`config.mk`:
```
export PLATFORM = sky130hd
export DESIGN_NAME = dmux8way16_reg
export DESIGN_NICKNAME = d
export VERILOG_FILES = /design/src/rtl/dmux8way16_reg_pkg.sv /design/src/rtl/dmux8way16_reg_dmux8way.sv /design/src/rtl/dmux8way16_reg.sv
export SDC_FILE = /design/constraint.sdc
export NUM_CORES = 1
export LEC_CHECK = 0
export BUFFER_PORTS_ARGS = -buffer_cell sky130_fd_sc_hd__buf_4
export CAP_MARGIN = 20
export CORE_ASPECT_RATIO = 1.5
export CORE_UTILIZATION = 48
export CTS_BUF_LIST = sky130_fd_sc_hd__clkbuf_4
export DETAILED_ROUTE_END_ITERATION = 10
export GPL_TIMING_DRIVEN = 0
export PLACE_DENSITY = 0.78
export REMOVE_ABC_BUFFERS = 1
export SYNTH_ARGS = -nofsm -noshare
export SYNTH_HDL_FRONTEND = slang
export SYNTH_SLANG_ARGS = --single-unit
```
`constraint.sdc`:
```
create_clock -name clk -period 3.9 [get_ports clk]
set_input_delay 0.39 -clock clk [delete_from_list [all_inputs] [get_ports clk]]
set_output_delay 0.39 -clock clk [all_outputs]
set_load 0.01 [all_outputs]
```
`src/rtl/dmux8way16_reg_pkg.sv`:
```
// Shared constants for the Hack 8-way word distribution blocks (read mux and
// this registered demux), plus a small population-count helper.
package dmux8way16_reg_pkg;

  localparam int HACK_WORD_W = 16;
  localparam int NUM_WAYS    = 8;
  localparam int SEL_W       = $clog2(NUM_WAYS);
  localparam int CNT_W       = $clog2(NUM_WAYS + 1);

  typedef logic [NUM_WAYS-1:0] way_mask_t;
  typedef logic [SEL_W-1:0]    way_sel_t;
  typedef logic [CNT_W-1:0]    way_cnt_t;

  function automatic way_cnt_t popcount_ways(input way_mask_t v);
    way_cnt_t n;
    n = {CNT_W{1'b0}};
    for (int k = 0; k < NUM_WAYS; k++) begin
      n = n + {{(CNT_W-1){1'b0}}, v[k]};
    end
    return n;
  endfunction

endpackage

```
`src/rtl/dmux8way16_reg_dmux8way.sv`:
```
// Combinational 1-bit 3-to-8 demultiplexer: routes 'in' to the output
// selected by 'sel'; all other outputs are 0.
import dmux8way16_reg_pkg::*;

module dmux8way (
  input  logic     in,
  input  way_sel_t sel,
  output logic     a,
  output logic     b,
  output logic     c,
  output logic     d,
  output logic     e,
  output logic     f,
  output logic     g,
  output logic     h
);

  way_mask_t w_onehot;

  // Decode sel into a one-hot mask gated by in
  always_comb begin
    w_onehot = {NUM_WAYS{1'b0}};
    case (sel)
      3'd0:    w_onehot = {7'b0000000, in};
      3'd1:    w_onehot = {6'b000000, in, 1'b0};
      3'd2:    w_onehot = {5'b00000, in, 2'b00};
      3'd3:    w_onehot = {4'b0000, in, 3'b000};
      3'd4:    w_onehot = {3'b000, in, 4'b0000};
      3'd5:    w_onehot = {2'b00, in, 5'b00000};
      3'd6:    w_onehot = {1'b0, in, 6'b000000};
      3'd7:    w_onehot = {in, 7'b0000000};
      default: w_onehot = {NUM_WAYS{1'b0}};
    endcase
  end

  assign a = w_onehot[0];
  assign b = w_onehot[1];
  assign c = w_onehot[2];
  assign d = w_onehot[3];
  assign e = w_onehot[4];
  assign f = w_onehot[5];
  assign g = w_onehot[6];
  assign h = w_onehot[7];

endmodule

```
`src/rtl/dmux8way16_reg.sv`:
```
// Registered 8-way demultiplexer: parks one word per cycle in the slot chosen
// by sel, each slot with its own valid/ack handshake and a pending counter.
import dmux8way16_reg_pkg::*;

module dmux8way16_reg #(
  parameter int WIDTH = HACK_WORD_W
) (
  input  logic             clk,
  input  logic             reset,
  input  logic [WIDTH-1:0] in,
  input  way_sel_t         sel,
  input  logic             in_valid,
  output logic             in_ready,
  output logic [WIDTH-1:0] a,
  output logic [WIDTH-1:0] b,
  output logic [WIDTH-1:0] c,
  output logic [WIDTH-1:0] d,
  output logic [WIDTH-1:0] e,
  output logic [WIDTH-1:0] f,
  output logic [WIDTH-1:0] g,
  output logic [WIDTH-1:0] h,
  output way_mask_t        out_valid,
  input  way_mask_t        out_ack,
  output way_cnt_t         pending
);

  logic [WIDTH-1:0] r_slot [NUM_WAYS];
  way_mask_t        r_valid;
  way_cnt_t         r_pending;

  logic             w_ready;
  logic             w_accept;
  way_mask_t        w_we;
  way_mask_t        w_consume;
  way_mask_t        w_valid_nxt;
  logic             w_fill;
  way_cnt_t         w_drop_cnt;
  way_cnt_t         w_pending_nxt;

  // A full slot can take a new word in the same cycle its consumer acks it,
  // so ready depends only on state, ack and sel, never on in_valid.
  assign w_ready  = ~r_valid[sel] | out_ack[sel];
  assign w_accept = in_valid & w_ready;

  dmux8way u_we_dec (
    .in  (w_accept),
    .sel (sel),
    .a   (w_we[0]),
    .b   (w_we[1]),
    .c   (w_we[2]),
    .d   (w_we[3]),
    .e   (w_we[4]),
    .f   (w_we[5]),
    .g   (w_we[6]),
    .h   (w_we[7])
  );

  // Next-state for valid flags and the pending counter
  always_comb begin
    w_consume     = r_valid & out_ack & ~w_we;
    w_valid_nxt   = (r_valid & ~w_consume) | w_we;
    w_fill        = |(w_we & ~r_valid);
    w_drop_cnt    = popcount_ways(w_consume);
    w_pending_nxt = r_pending + {{(CNT_W-1){1'b0}}, w_fill} - w_drop_cnt;
  end

  // Valid flags and pending counter; a rewrite on ack keeps the count level
  always_ff @(posedge clk or posedge reset) begin
    if (reset) begin
      r_valid   <= {NUM_WAYS{1'b0}};
      r_pending <= {CNT_W{1'b0}};
    end else begin
      r_valid   <= w_valid_nxt;
      r_pending <= w_pending_nxt;
    end
  end

  // Slot data registers: load only on their own write enable, held on consume
  always_ff @(posedge clk or posedge reset) begin
    if (reset) begin
      for (int i = 0; i < NUM_WAYS; i++) begin
        r_slot[i] <= {WIDTH{1'b0}};
      end
    end else begin
      for (int i = 0; i < NUM_WAYS; i++) begin
        if (w_we[i]) begin
          r_slot[i] <= in;
        end
      end
    end
  end

  assign in_ready  = w_ready;
  assign out_valid = r_valid;
  assign pending   = r_pending;

  assign a = r_slot[0];
  assign b = r_slot[1];
  assign c = r_slot[2];
  assign d = r_slot[3];
  assign e = r_slot[4];
  assign f = r_slot[5];
  assign g = r_slot[6];
  assign h = r_slot[7];

endmodule

```
After elaboration in Yosys (flattened, before gate mapping)
Index checks and enable logic that the tools add are counted.
Storage, ports and cells
  input bits: 30
  register bits after elaboration: 140
  logic and storage cells: 45
  output and inout port bits: 141
Operators by class
  $add $sub $neg: 9
  magnitude comparators: 1
  bitwise gates (word level): 11
  reductions and logical operators: 2
  equal/unequal tests: 7
  muxes and demuxes: 5
Operators by type and width (number)
  8-bit one-hot mux with 8 select lines: 1
  8-bit AND: 4
  8-bit inverter: 3
  4-bit by 1-bit adder with 4-bit output: 5
  3-bit equality test, second input constant: 4
  8-bit bitwise OR: 1
  8-bit OR reduction: 1
  1-bit binary-select mux with 3-bit select: 2
  3-bit by 2-bit equality test with 1-bit output, second input constant: 2
  3-bit by 1-bit adder with 4-bit output: 1
  3-bit by 4-bit < comparator with 1-bit output, second input constant: 1
  4-bit subtractor: 1
  2-bit by 1-bit adder with 3-bit output: 1
  3-bit by 1-bit equality test with 1-bit output, second input constant: 1
  3-bit logical NOT: 1
  1-bit by 1-bit adder with 2-bit output: 1
  1-bit 2-to-1 mux: 2
  1-bit AND: 1
  1-bit inverter: 1
  1-bit bitwise OR: 1

Logic depth before layout (Yosys ltp)
Gate-level depths: netlist (run 1).
  word-level depth: 16
  mapped depth: 17
  gate-level depth less buffers: 15

Modules after synthesis
A second synthesis (run 1) with hierarchy kept.
Unflattened totals
  cell total of the unflattened synthesis: 367
  area total of the unflattened synthesis: 5691.7 um2
Modules (own cells, without submodules)
  dmux8way16_reg: seq. area each 3503.4 um2, instances 1, cells each 359, area each 5595.4 um2
  dmux8way: seq. area each 0.0 um2, instances 1, cells each 8, area each 96.3 um2

Worst setup path after synthesis (run 1)
Ideal clock, no wire load.
  path kind: input -> register
  start: input port sel[2]
  end: register r_pending[3] (netlist: pending[3])
  library setup time: 0.125 ns
  data arrival time: 3.843 ns
  cell stages on the path: 17
  setup slack: -0.067 ns
  cell sequence: buf_2 -> nand2b_1 -> nor4_4 -> buf_4 -> nand3b_1 -> fa_1 -> inv_1 -> fa_1 -> inv_1 -> fa_1 -> inv_1 -> fa_1 -> inv_1 -> ha_1 -> ha_1 -> xor2_1 -> xnor2_1
On the way
  word-level cells in the longest chain between the ends: 16
  elaborated cells between the ends (all ways): 29
  those cells by class: add/sub (9); eq/ne (7); mux (5); bitwise (6); reduce/logical (2)
RTL lines
  start, declared: RTL line dmux8way16_reg.sv:11  | input way_sel_t sel,
  1-bit binary-select mux with 3-bit select: RTL line dmux8way16_reg.sv:42  | assign w_ready = ~r_valid[sel] | out_ack[sel];
  1-bit 2-to-1 mux (not written as such): RTL line dmux8way16_reg.sv:42
  1-bit inverter: RTL line dmux8way16_reg.sv:42
  1-bit bitwise OR: RTL line dmux8way16_reg.sv:42
  1-bit AND: RTL line dmux8way16_reg.sv:43  | assign w_accept = in_valid & w_ready;
  8-bit one-hot mux with 8 select lines (*): RTL line dmux8way16_reg_dmux8way.sv:23  | case (sel)
  8-bit inverter: RTL line dmux8way16_reg.sv:60  | w_consume = r_valid & out_ack & ~w_we;
  8-bit AND: RTL line dmux8way16_reg.sv:60
  1-bit by 1-bit adder with 2-bit output: RTL line dmux8way16_reg_pkg.sv:18  | n = n + {{(CNT_W-1){1'b0}}, v[k]};
  2-bit by 1-bit adder with 3-bit output: RTL line dmux8way16_reg_pkg.sv:18
  3-bit by 1-bit adder with 4-bit output: RTL line dmux8way16_reg_pkg.sv:18
  4-bit by 1-bit adder with 4-bit output (4 in a row): RTL line dmux8way16_reg_pkg.sv:18
  4-bit subtractor (*): RTL line dmux8way16_reg.sv:64  | w_pending_nxt = r_pending + {{(CNT_W-1){1'b0}}, w_fill} - w_drop_cnt;
  net w_pending_nxt[3]: RTL line dmux8way16_reg.sv:38  | way_cnt_t w_pending_nxt;
  end signal, assigned: RTL line dmux8way16_reg.sv:71  | r_pending <= {CNT_W{1'b0}};
  end signal, assigned: RTL line dmux8way16_reg.sv:74  | r_pending <= w_pending_nxt;
  end, declared: RTL line dmux8way16_reg.sv:29  | way_cnt_t r_pending;
Mark *: on every way through the listed nets, which the timed path passes. The rest lies on a longest branch. The select of a mux whose other input is x is not followed.
A chain may end at the register's enable or synchronous reset.

Worst setup path after layout (run 1)
  start: register r_valid[1] (netlist: out_valid[1])
  end: register r_pending[3] (netlist: pending[3])
On the way
  word-level cells in the longest chain between the ends: 16
  elaborated cells between the ends (all ways): 21
  those cells by class: add/sub (9); mux (3); bitwise (8); reduce/logical (1)
RTL lines
  start, declared: RTL line dmux8way16_reg.sv:28  | way_mask_t r_valid;
  start signal, assigned: RTL line dmux8way16_reg.sv:70  | r_valid <= {NUM_WAYS{1'b0}};
  start signal, assigned: RTL line dmux8way16_reg.sv:73  | r_valid <= w_valid_nxt;
  1-bit binary-select mux with 3-bit select: RTL line dmux8way16_reg.sv:42
  1-bit 2-to-1 mux (not written as such): RTL line dmux8way16_reg.sv:42
  1-bit inverter: RTL line dmux8way16_reg.sv:42
  1-bit bitwise OR: RTL line dmux8way16_reg.sv:42
  1-bit AND: RTL line dmux8way16_reg.sv:43
  8-bit one-hot mux with 8 select lines: RTL line dmux8way16_reg_dmux8way.sv:23
  8-bit inverter: RTL line dmux8way16_reg.sv:60
  8-bit AND: RTL line dmux8way16_reg.sv:60
  1-bit by 1-bit adder with 2-bit output: RTL line dmux8way16_reg_pkg.sv:18
  2-bit by 1-bit adder with 3-bit output: RTL line dmux8way16_reg_pkg.sv:18
  3-bit by 1-bit adder with 4-bit output: RTL line dmux8way16_reg_pkg.sv:18
  4-bit by 1-bit adder with 4-bit output (4 in a row): RTL line dmux8way16_reg_pkg.sv:18
  4-bit subtractor (*): RTL line dmux8way16_reg.sv:64
  net w_pending_nxt[3]: RTL line dmux8way16_reg.sv:38
Marks and branches as above.

==> out/results.tsv, run 1 <==
metric	value	unit
ir_worst_vdd	0.409	mV
clock_skew	0.0195	ns
finalCritPeriodShare	0.939	
hp-class	input port to flip-flop	
cts.clk_slew.worst_paths	0.13	ns
critPathMaxFanout	18	
h-tree-depth	4	
area_delta_synth_final	32.8	%
grt_pass1_vias	3959	
grt_max_degree	73	
clock-root-buffer	clkbuf_4	
grt_pass1_wl	21600	um
drive_gt1_frac	0.650	
critical_path_class	flip-flop to flip-flop	
remaining_drc_errors	0	
start_kind	flip-flop	
cts_tree	built	
std_cell_rows	48	
endpoint_kind	flip-flop	
syn_inst	351	
tns	0	ns
avgRoutedWirePerCell	19.4	um
rsz0062_at_grt	false	
worstMarginPinSlew	0.652	ns
via_per_inst	5.18	
final_max_slew_viol_count	0	
die_area	0.0124	mm^2
power	4150	uW
hold_viol	0	
cp.arrival	4.06	ns
hold_ws	0.162	ns
dieWidth	91.3	um
fp.coreArea	0.0116	mm^2
numClockSinks	140	
vias	3657	
num_io_pins	171	
fmaxAchievable	0.273	GHz
die_h	136	um
numCtsBuffers	17	
nNetsFinal	586	
cap_violations	0	
drt_wl_total	13700	um
min_period	3.66	ns
hpwlAfterDp	9750	um
clockBufferDepth	2	
cp.required	4.30	ns
p_leak	0.00363	uW
portBuffers	170	
detail-route-antenna-nets	0	
maxSlewHeadroom	0.565	
antenna_found_initial	1	
ys_warn_count	0	
finalSetupViolations	0	
firstDrtPassIters	4	
gp_congestion	0.871	
synth_seq_cells	140	
drt_iter0_markers	127	
clk_latency	0.50	ns
ys_types	31	
grt_usage	0.235	
syn_avg_cell_area	16.4	um^2
seq_area_frac_synth	0.610	
netlist_area	0.00574	mm^2
power_density	544	mW/mm^2
overflow	0	
outcome	complete, no violations	
start_util	0.495	
-- metrics by stage --
step	setup slack (ns)	utilization	area, um^2	cells
6_report	0.237	0.658	7630	706
5_1_grt	0.00613	0.658	7630	706
4_1_cts	0.0512	0.654	7580	700
3_5_place_dp	-0.590	0.627	7260	666
3_3_place_gp	-1.51	0.615	7130	659
2_1_floorplan	-0.243	-	5660	339
-- final timing paths --
check / start / end / slack [ns] / depth (start not counted)
setup / recovery: out_valid[1] / pending[3] / 0.24 / 13
hold / removal: in[4] / e[4] / 0.16 / 2
min in group asynchronous: reset / c[15] / 0.54 / 3
max in group asynchronous: reset / c[4] / 2.60 / 4
setup reg to reg: out_valid[1] / pending[3] / 0.24 / 13
hold reg to reg: b[14] / b[14] / 0.52 / 1
-- placed cells by master, fill, tap and decap left out, drive strengths merged, types with 5 or more instances in the layout --
cell type,instances
inv,10
mux2,128
nand2,5
clkinvlp,5
clkbuf,18
fa,6
nand2b,6
ha,7
dfrtp,140
buf,184
nor2b,9
-- worst max-delay path, stage by stage, from the launching register on --
cell      delay, ns
dfrtp_1        0.45
nand2b_1       0.17
nand4b_4       0.40
nand3_1        0.27
fa_1           0.42
ha_1           0.21
fa_1           0.38
inv_1          0.09
fa_1           0.41
inv_1          0.06
ha_1           0.22
ha_1           0.20
xor2_1         0.15
xnor2_1        0.13
-- sequential cells by signal (all words and copies together) (netlist names) --
signal,cells
a,16
b,16
c,16
d,16
e,16
f,16
g,16
h,16
out_valid,8
pending,4
-- repair_timing --
| item | CTS | global route |
|---|---|---|
| endpoints found under the hold margin | 68 | 0 |
| gates resized for setup | 2 | 1 |
| buffers inserted | 2 | 5 |
| setup endpoints to repair | 2 | 1 |
| hold buffers | 1 | 0 |
| pin swaps | 2 | 1 |
| cloned | 0 | 0 |
-- cells in the mapped netlist (all sizes together) --
cell type  count  area share
nand3b         2      0.0026
mux2i          1      0.0017
mux4           4       0.016
nor2b          9      0.0098
nor4b          1      0.0041
xnor2          2      0.0031
o311ai         1      0.0015
o211ai         2      0.0026
fa             6       0.021
o22ai          1      0.0011
ha             7       0.015
clkbuf         1     0.00065
nor3           2      0.0035
nand2b         6      0.0065
nor4           1      0.0037
buf           11       0.013
nand2          5      0.0041
xor2           1      0.0015
inv            8      0.0052
or2            4      0.0044
nor2           1      0.0011
mux2         128        0.26
nand4b         3      0.0068
nand3          3      0.0026
or4            1      0.0013
dfrtp        140        0.61
-- layer usage --
metal | wire length, um | track usage | vias up
met5 | 0 | 0 | -
met4 | 357 | 0.106 | 0
met3 | 545 | 0.0526 | 22
met2 | 7540 | 0.411 | 117
met1 | 5280 | 0.276 | 1885
li1 | - | - | 1633
-- where the power goes --
| group | internal [uW] | total, uW | switching [uW] |
|---|---|---|---|
| combinational | 727 | 1270 | 547 |
| clock | 388 | 913 | 525 |
| sequential | 1780 | 1970 | 187 |
| total | 2890 | 4150 | 1260 |
-- logic make-up after synthesis --
family / Yosys count / synth area share
flops: 140 / 0.610
mux: 133 / 0.274
simple gates: 38 / 0.0505
buf+inv: 20 / 0.0192
fa+ha+maj: 13 / 0.0362
compound gates: 4 / 0.00523
xor+xnor: 3 / 0.00458
-- area by class of cell --
type	instances	area (um^2)
fill	863	3960
sequential	140	3500
multi-input combinational	191	2160
timing repair buffer	185	1460
tap	150	188
clock inverter	13	145
clock buffer	18	135
inverter	8	35.0
antenna	1	2.50
Note: power is estimated with default switching activity, not from simulation.
==> inputs of run 2 (changes only) <==
Settings changed: SYNTH_HIERARCHICAL set to 1.
==> run 2 against run 1 <==
  * The flow now finishes with violations (setup timing)
  * Sequential share of layout area fell by 0.87 points
  * Worst setup slack got worse by 0.51 ns
  * Total power rose by 7.3%
  * Combinational power rose by 20%
  * Register-to-register slack got worse by 0.51 ns
  * Area after synthesis fell by 0.89%
  * Clock-buffer cell count rose by 1
  * Global-route usage rose by 1.4 points
  * Sequential cell count did not move
  * Critical endpoint unchanged
  * Highest routed layer unchanged
==> out/results.tsv, run 2 <==
metric	value	unit	change
netlist_area	0.00569	mm^2	-0.89%
hp-class	input port to flip-flop		
hold_viol	0		unchanged
clock-root-buffer	clkbuf_4		
remaining_drc_errors	0		unchanged
clk_latency	0.50	ns	about the same
max_stage_delay	0.51	ns	+0.06 ns
dp.cells	673		+1.1%
cpLargestDelayFamily	adder cells		
area_delta_synth_final	36.6	%	
placed_cell_area	0.00711	mm^2	-2.1%
cts.clk_slew.worst_paths	0.11	ns	-0.02 ns
antenna_found_initial	1		unchanged
start_util	0.494		-0.00187
clock_skew	0.0192	ns	-0.000373 ns
finalCritPeriodShare	1.07		+0.130
path_cells	or4b_4 > o311ai_4 > o32ai_4 > and4b_4 > inv_2 > nand3_2 > fa_2 > fa_1 > inv_2 > fa_2 > fa_1 > inv_2 > ha_4 > ha_4 > xor2_2 > xnor2_1		
synth_area_leaders	dfrtp_1, mux2_2, fa_1		
power	4460	uW	+7.3%
numCtsBuffers	17		unchanged
num_io_pins	171		unchanged
final_util	0.674		+0.0162
endpoint_kind	flip-flop		
ys_warn_count	6		+6
detail-route-antenna-nets	0		unchanged
worstMarginPinSlew	0.639	ns	-0.0132 ns
dieWidth	90.9	um	-0.44%
synth_top_area_frac	0.616		+0.00550
rsz0062_at_grt	true		
drt_iter0_markers	163		+28%
layout.cells.non_filler	732		+3.7%
vias	3891		+6.4%
firstDrtPassIters	4		unchanged
dpl_worst_slack	-1.41	ns	-0.816 ns
synth.most_common_cell	dfrtp_1		
critical_path_class	flip-flop to flip-flop		
die_area	0.0123	mm^2	-0.88%
fp.coreArea	0.0115	mm^2	-0.52%
portBuffers	170		unchanged
synth_edf_count	0		unchanged
drt_wl_total	14900	um	+8.9%
drive_gt1_frac	0.676		+0.0260
grt_pass1_vias	4203		+6.2%
p_leak	0.00365	uW	+0.34%
ys_types	27		-13%
finalSetupViolations	2		+2
violations	setup timing		
start_kind	flip-flop		
synth_top_cell_by_area	dfrtp_1		
synth_ff_type	dfrtp_1		
fmaxAchievable	0.240	GHz	-12%
die_h	135	um	-0.44%
syn_avg_cell_area	15.5	um^2	-5.2%
slowest_stage	fa_1		
final_max_slew_viol_count	0		unchanged
hpwlAfterDp	9450	um	-3.2%
syn_inst	367		+4.6%
path_common_cell	inv_2		
synth-async-reset-ratio	1.00		unchanged
layout_commonest_cell	buf_4		
final_cell_mix	buf_4, dfrtp_1, mux2_2		
avgRoutedWirePerCell	20.4	um	+5.0%
cts_tree	built		
seq_area_frac_synth	0.616		+0.00550
grt_max_degree	72		-1.4%
maxSlewHeadroom	0.574		+0.00882
multiInputGateArea	0.00220	mm^2	+1.9%
p_int	3080	uW	+6.6%
overflow	0		unchanged
crit_buf_inv	3		+1
gp_congestion	0.814		-6.6%
switching_share	0.308		+0.00482
numClockSinks	140		unchanged
h-tree-depth	4		unchanged
min_period	4.17	ns	+0.507 ns
std_cell_rows	48		unchanged
grt_usage	0.249		+0.0142
power_density	573	mW/mm^2	+5.3%
synthTopCellsByCount	dfrtp_1, mux2_2, inv_1		
fill_cells	833		-3.5%
ir_worst_vdd	0.520	mV	+27%
synth_seq_cells	140		unchanged
power_frac_comb	0.342		+0.035
critPathMaxFanout	6		-12
cp.required	4.33	ns	+0.03 ns
setup_ws	-0.270	ns	-0.507 ns
ff_latch_area	0.00350	mm^2	unchanged
cap_violations	0		unchanged
clockBufferDepth	2		unchanged
outcome	finished with violations		
p_clk_frac	0.199		-0.021
nNetsFinal	611		+4.3%
p_sw	1370	uW	+9.0%
via_per_inst	5.32		+2.6%
final_area	0.00777	mm^2	+1.9%
pwr-share-seq	0.459		-0.014
cp.arrival	4.60	ns	+0.54 ns
grt_pass1_wl	22900	um	+6.1%
==> run 2: stage by stage <==
| stage | TNS (ns) | hold slack [ns] |
|---|---|---|
| floorplan | -35.90 | 0.486 |
| global placement | -211.63 | 0.493 |
| detailed placement | -3.69 | 0.497 |
| CTS | -0.196 | 0.0559 |
| global route | -0.497 | 0.0617 |
| finish | -0.325 | 0.140 |
==> run 2: cell type report <==
type / instances / area share
clock buffers: 19 / 0.0183
multi-input cells: 189 / 0.283
repair buffers: 198 / 0.195
diodes: 1 / 0.000322
inverters: 22 / 0.0119
well taps: 150 / 0.0241
clock inverters: 13 / 0.0163
flip-flops and latches: 140 / 0.451
==> run 2: kinds of logic (layout without fill, tap and decap cells) <==
| logic type | after synthesis | in the layout | share of synthesized area |
|---|---|---|---|
| DFF | 140 | 140 | 0.616 |
| buffers and inverters | 38 | 252 | 0.0319 |
| adders and majority gates | 13 | 13 | 0.0365 |
| and+or+nand+nor | 30 | 30 | 0.0396 |
| other | 0 | 1 | 0 |
| AOI/OAI and AO/OA | 15 | 15 | 0.0187 |
| xor gates and xnor gates | 3 | 3 | 0.00462 |
| muxes | 128 | 128 | 0.253 |
==> run 2: worst paths after layout <==
path                               from  slack [ns]      endpoint  cells past startpoint
min in group asynchronous         reset        0.54          e[0]                      3
min                          out_ack[0]        0.14  out_valid[0]                      2
max in group asynchronous         reset        2.61         a[11]                      4
min reg2reg                        b[4]        0.52          b[4]                      1
max                        out_valid[4]       -0.27    pending[3]                     16
max reg2reg                out_valid[4]       -0.27    pending[3]                     16
==> run 2: per-layer routing <==
metal  wire length [um]  global-route usage
met4                590               0.137
met3                681              0.0629
met2               8050               0.433
met1               5620               0.280
met5                  0                   0
==> run 2: power groups by stage <==
stage,combinational (uW),clock [uW],sequential (uW)
global placement,1390,0,2050
global route,1630,970,2090
CTS,1530,916,2040
floorplan,456,0,2230
detailed placement,1440,0,2070
finish,1530,885,2050
==> run 2: repair_timing <==
action	in CTS	in global routing
resized for setup	37	7
buffers inserted	25	1
setup endpoints to repair	4	3
pin swaps	21	11
endpoints found under the hold margin	70	0
hold buffers	1	0
==> inputs of run 3 (changes only) <==
Settings changed: CAP_MARGIN 20 to 15, SETUP_SLACK_MARGIN set to 0.15.
==> run 3 against run 2 <==
  * The flow still finishes with violations (setup timing)
  * Clock power is 9.2% higher
  * Design area is 0.90% higher
  * Non-clock buffer count is 1 higher
  * Routed wire length is 0.84% lower
  * Combinational power hardly changed
  * Worst setup slack better by 0.031 ns
  * Hold slack worse by 0.019 ns
  * Largest cell class unchanged
  * Largest power group unchanged
  * Highest routed layer unchanged
==> out/results.tsv, run 3 (synthesis results as in run 2) <==
metric	value	unit	change
die_h	135	um	unchanged
fmaxAchievable	0.242	GHz	+0.75%
overflow	0		unchanged
portBuffers	170		unchanged
endpoint_kind	flip-flop		
critical_path_class	flip-flop to flip-flop		
cp.arrival	4.57	ns	-0.03 ns
avgRoutedWirePerCell	20.2	um	-0.98%
numCtsBuffers	17		unchanged
p_sw	1370	uW	about the same
grt_pass1_wl	22700	um	-1.1%
violations	setup timing		
hold_ws	0.121	ns	-0.0190 ns
drt_wl_total	14800	um	-0.84%
remaining_drc_errors	0		unchanged
clockBufferDepth	2		unchanged
cts_tree	built		
path_cells	or4b_4 > o311ai_4 > o32ai_4 > and4_4 > inv_2 > nand3_2 > fa_2 > fa_1 > inv_2 > fa_2 > fa_1 > inv_2 > ha_4 > ha_4 > xor2_2 > xnor2_1		
tns	-0.292	ns	+0.0328 ns
worstMarginPinSlew	0.644	ns	+0.00557 ns
nNetsFinal	612		+0.16%
drive_gt1_frac	0.679		+0.00227
switching_share	0.303		-0.00509
setup_ws	-0.239	ns	+0.0311 ns
fp.coreArea	0.0115	mm^2	unchanged
layout.cells.non_filler	733		+0.14%
hpwlAfterDp	9440	um	about the same
final_cell_mix	buf_4, dfrtp_1, mux2_2		
fill_cells	818		-1.8%
grt_usage	0.248		-0.00107
start_kind	flip-flop		
detail-route-antenna-nets	0		unchanged
r2r_slack	-0.24	ns	+0.03 ns
final_max_slew_viol_count	0		unchanged
ir_worst_vdd	0.384	mV	-26%
dieWidth	90.9	um	unchanged
rsz0062_at_grt	true		
critPathMaxFanout	6		unchanged
outcome	finished with violations		
drt_iter0_markers	158		-3.1%
hold_viol	0		unchanged
cap_violations	0		unchanged
clk_latency	0.50	ns	about the same
numClockSinks	140		unchanged
antenna_found_initial	1		unchanged
pwr-share-seq	0.451		-0.008
path_common_cell	inv_2		
p_leak	0.00368	uW	+0.88%
power	4540	uW	+1.8%
finalCritPeriodShare	1.06		-0.00797
p_int	3160	uW	+2.5%
area_delta_synth_final	37.8	%	
power_density	578	mW/mm^2	+0.84%
maxSlewHeadroom	0.571		-0.00371
dpl_worst_slack	-1.40	ns	+0.000990 ns
via_per_inst	5.31		-0.11%
hp-class	input port to flip-flop		
finalSetupViolations	2		unchanged
cp.required	4.33	ns	about the same
clock_skew	0.0144	ns	-0.00476 ns
start_util	0.494		unchanged
vias	3892		+0.026%
slowest_stage	fa_1		
p_clk_frac	0.213		+0.014
grt_pass1_vias	4144		-1.4%
cts.clk_slew.worst_paths	0.12	ns	about the same
max_stage_delay	0.52	ns	about the same
dp.cells	673		unchanged
firstDrtPassIters	4		unchanged
std_cell_rows	48		unchanged
die_area	0.0123	mm^2	unchanged
min_period	4.14	ns	-0.0311 ns
grt_max_degree	72		unchanged
power_frac_comb	0.336		-0.006
gp_congestion	0.814		unchanged
layout_commonest_cell	buf_4		
h-tree-depth	4		unchanged
num_io_pins	171		unchanged
clock-root-buffer	clkbuf_4		
-- run 3: per-layer routing --
metal | share of wire | wire length, um | global-route usage | vias up
li1 | - | - | - | 1706
met1 | 0.37 | 5550 | 0.282 | 2011
met2 | 0.55 | 8080 | 0.425 | 144
met3 | 0.045 | 666 | 0.0657 | 31
met4 | 0.035 | 514 | 0.136 | 0
met5 | 0 | 0 | 0 | -
-- run 3: power by group through the flow --
stage / logic, uW / registers [uW] / clock network [uW]
after floorplan: 456 / 2230 / 0
after global placement: 1390 / 2050 / 0
after detailed placement: 1440 / 2070 / 0
after CTS: 1530 / 2040 / 997
after global routing: 1630 / 2090 / 1050
final: 1530 / 2040 / 966
-- run 3: through the flow --
| stage | cell area (um^2) | utilization |
|---|---|---|
| finish | 7850 | 0.680 |
| detailed placement | 7110 | 0.617 |
| global placement | 7060 | 0.612 |
| CTS | 7770 | 0.674 |
| floorplan | 5590 | - |
| global route | 7850 | 0.680 |
-- run 3: final cells by class --
type,instances,area (um^2),area share
Timing Repair Buffer,199,1560,0.199
Clock buffer,20,150,0.0191
Clock inverter,12,148,0.0188
Sequential cell,140,3500,0.447
Tap cell,150,188,0.0239
Antenna cell,1,2.50,0.000319
Multi-Input combinational cell,189,2200,0.280
Inverter,22,92.6,0.0118
-- run 3: final timing paths --
kind	endpoint	depth (start not counted)	startpoint
min reg2reg	g[4]	1	g[4]
max in group asynchronous	b[13]	4	reset
max	pending[3]	16	out_valid[4]
min	out_valid[0]	2	out_ack[0]
min in group asynchronous	e[0]	3	reset
max reg2reg	pending[3]	16	out_valid[4]
-- run 3: timing repair --
item	4_1_cts	5_1_grt
setup endpoints to repair	4	4
buffers inserted	25	1
hold buffers	1	0
pin swaps	21	12
hold endpoints to repair	70	0
gates resized for setup	37	16
-- run 3: worst max-delay path, delay by kind of cell (launching register included) --
family                   cells  cell delay (ns)
AO/OA/AOI/OAI                2             0.32
XOR/XNOR                     2             0.27
adder cells (fa/ha/maj)      6             2.14
buffers and inverters        3             0.17
flip-flops                   1             0.36
AND/OR/NAND/NOR              3             0.81
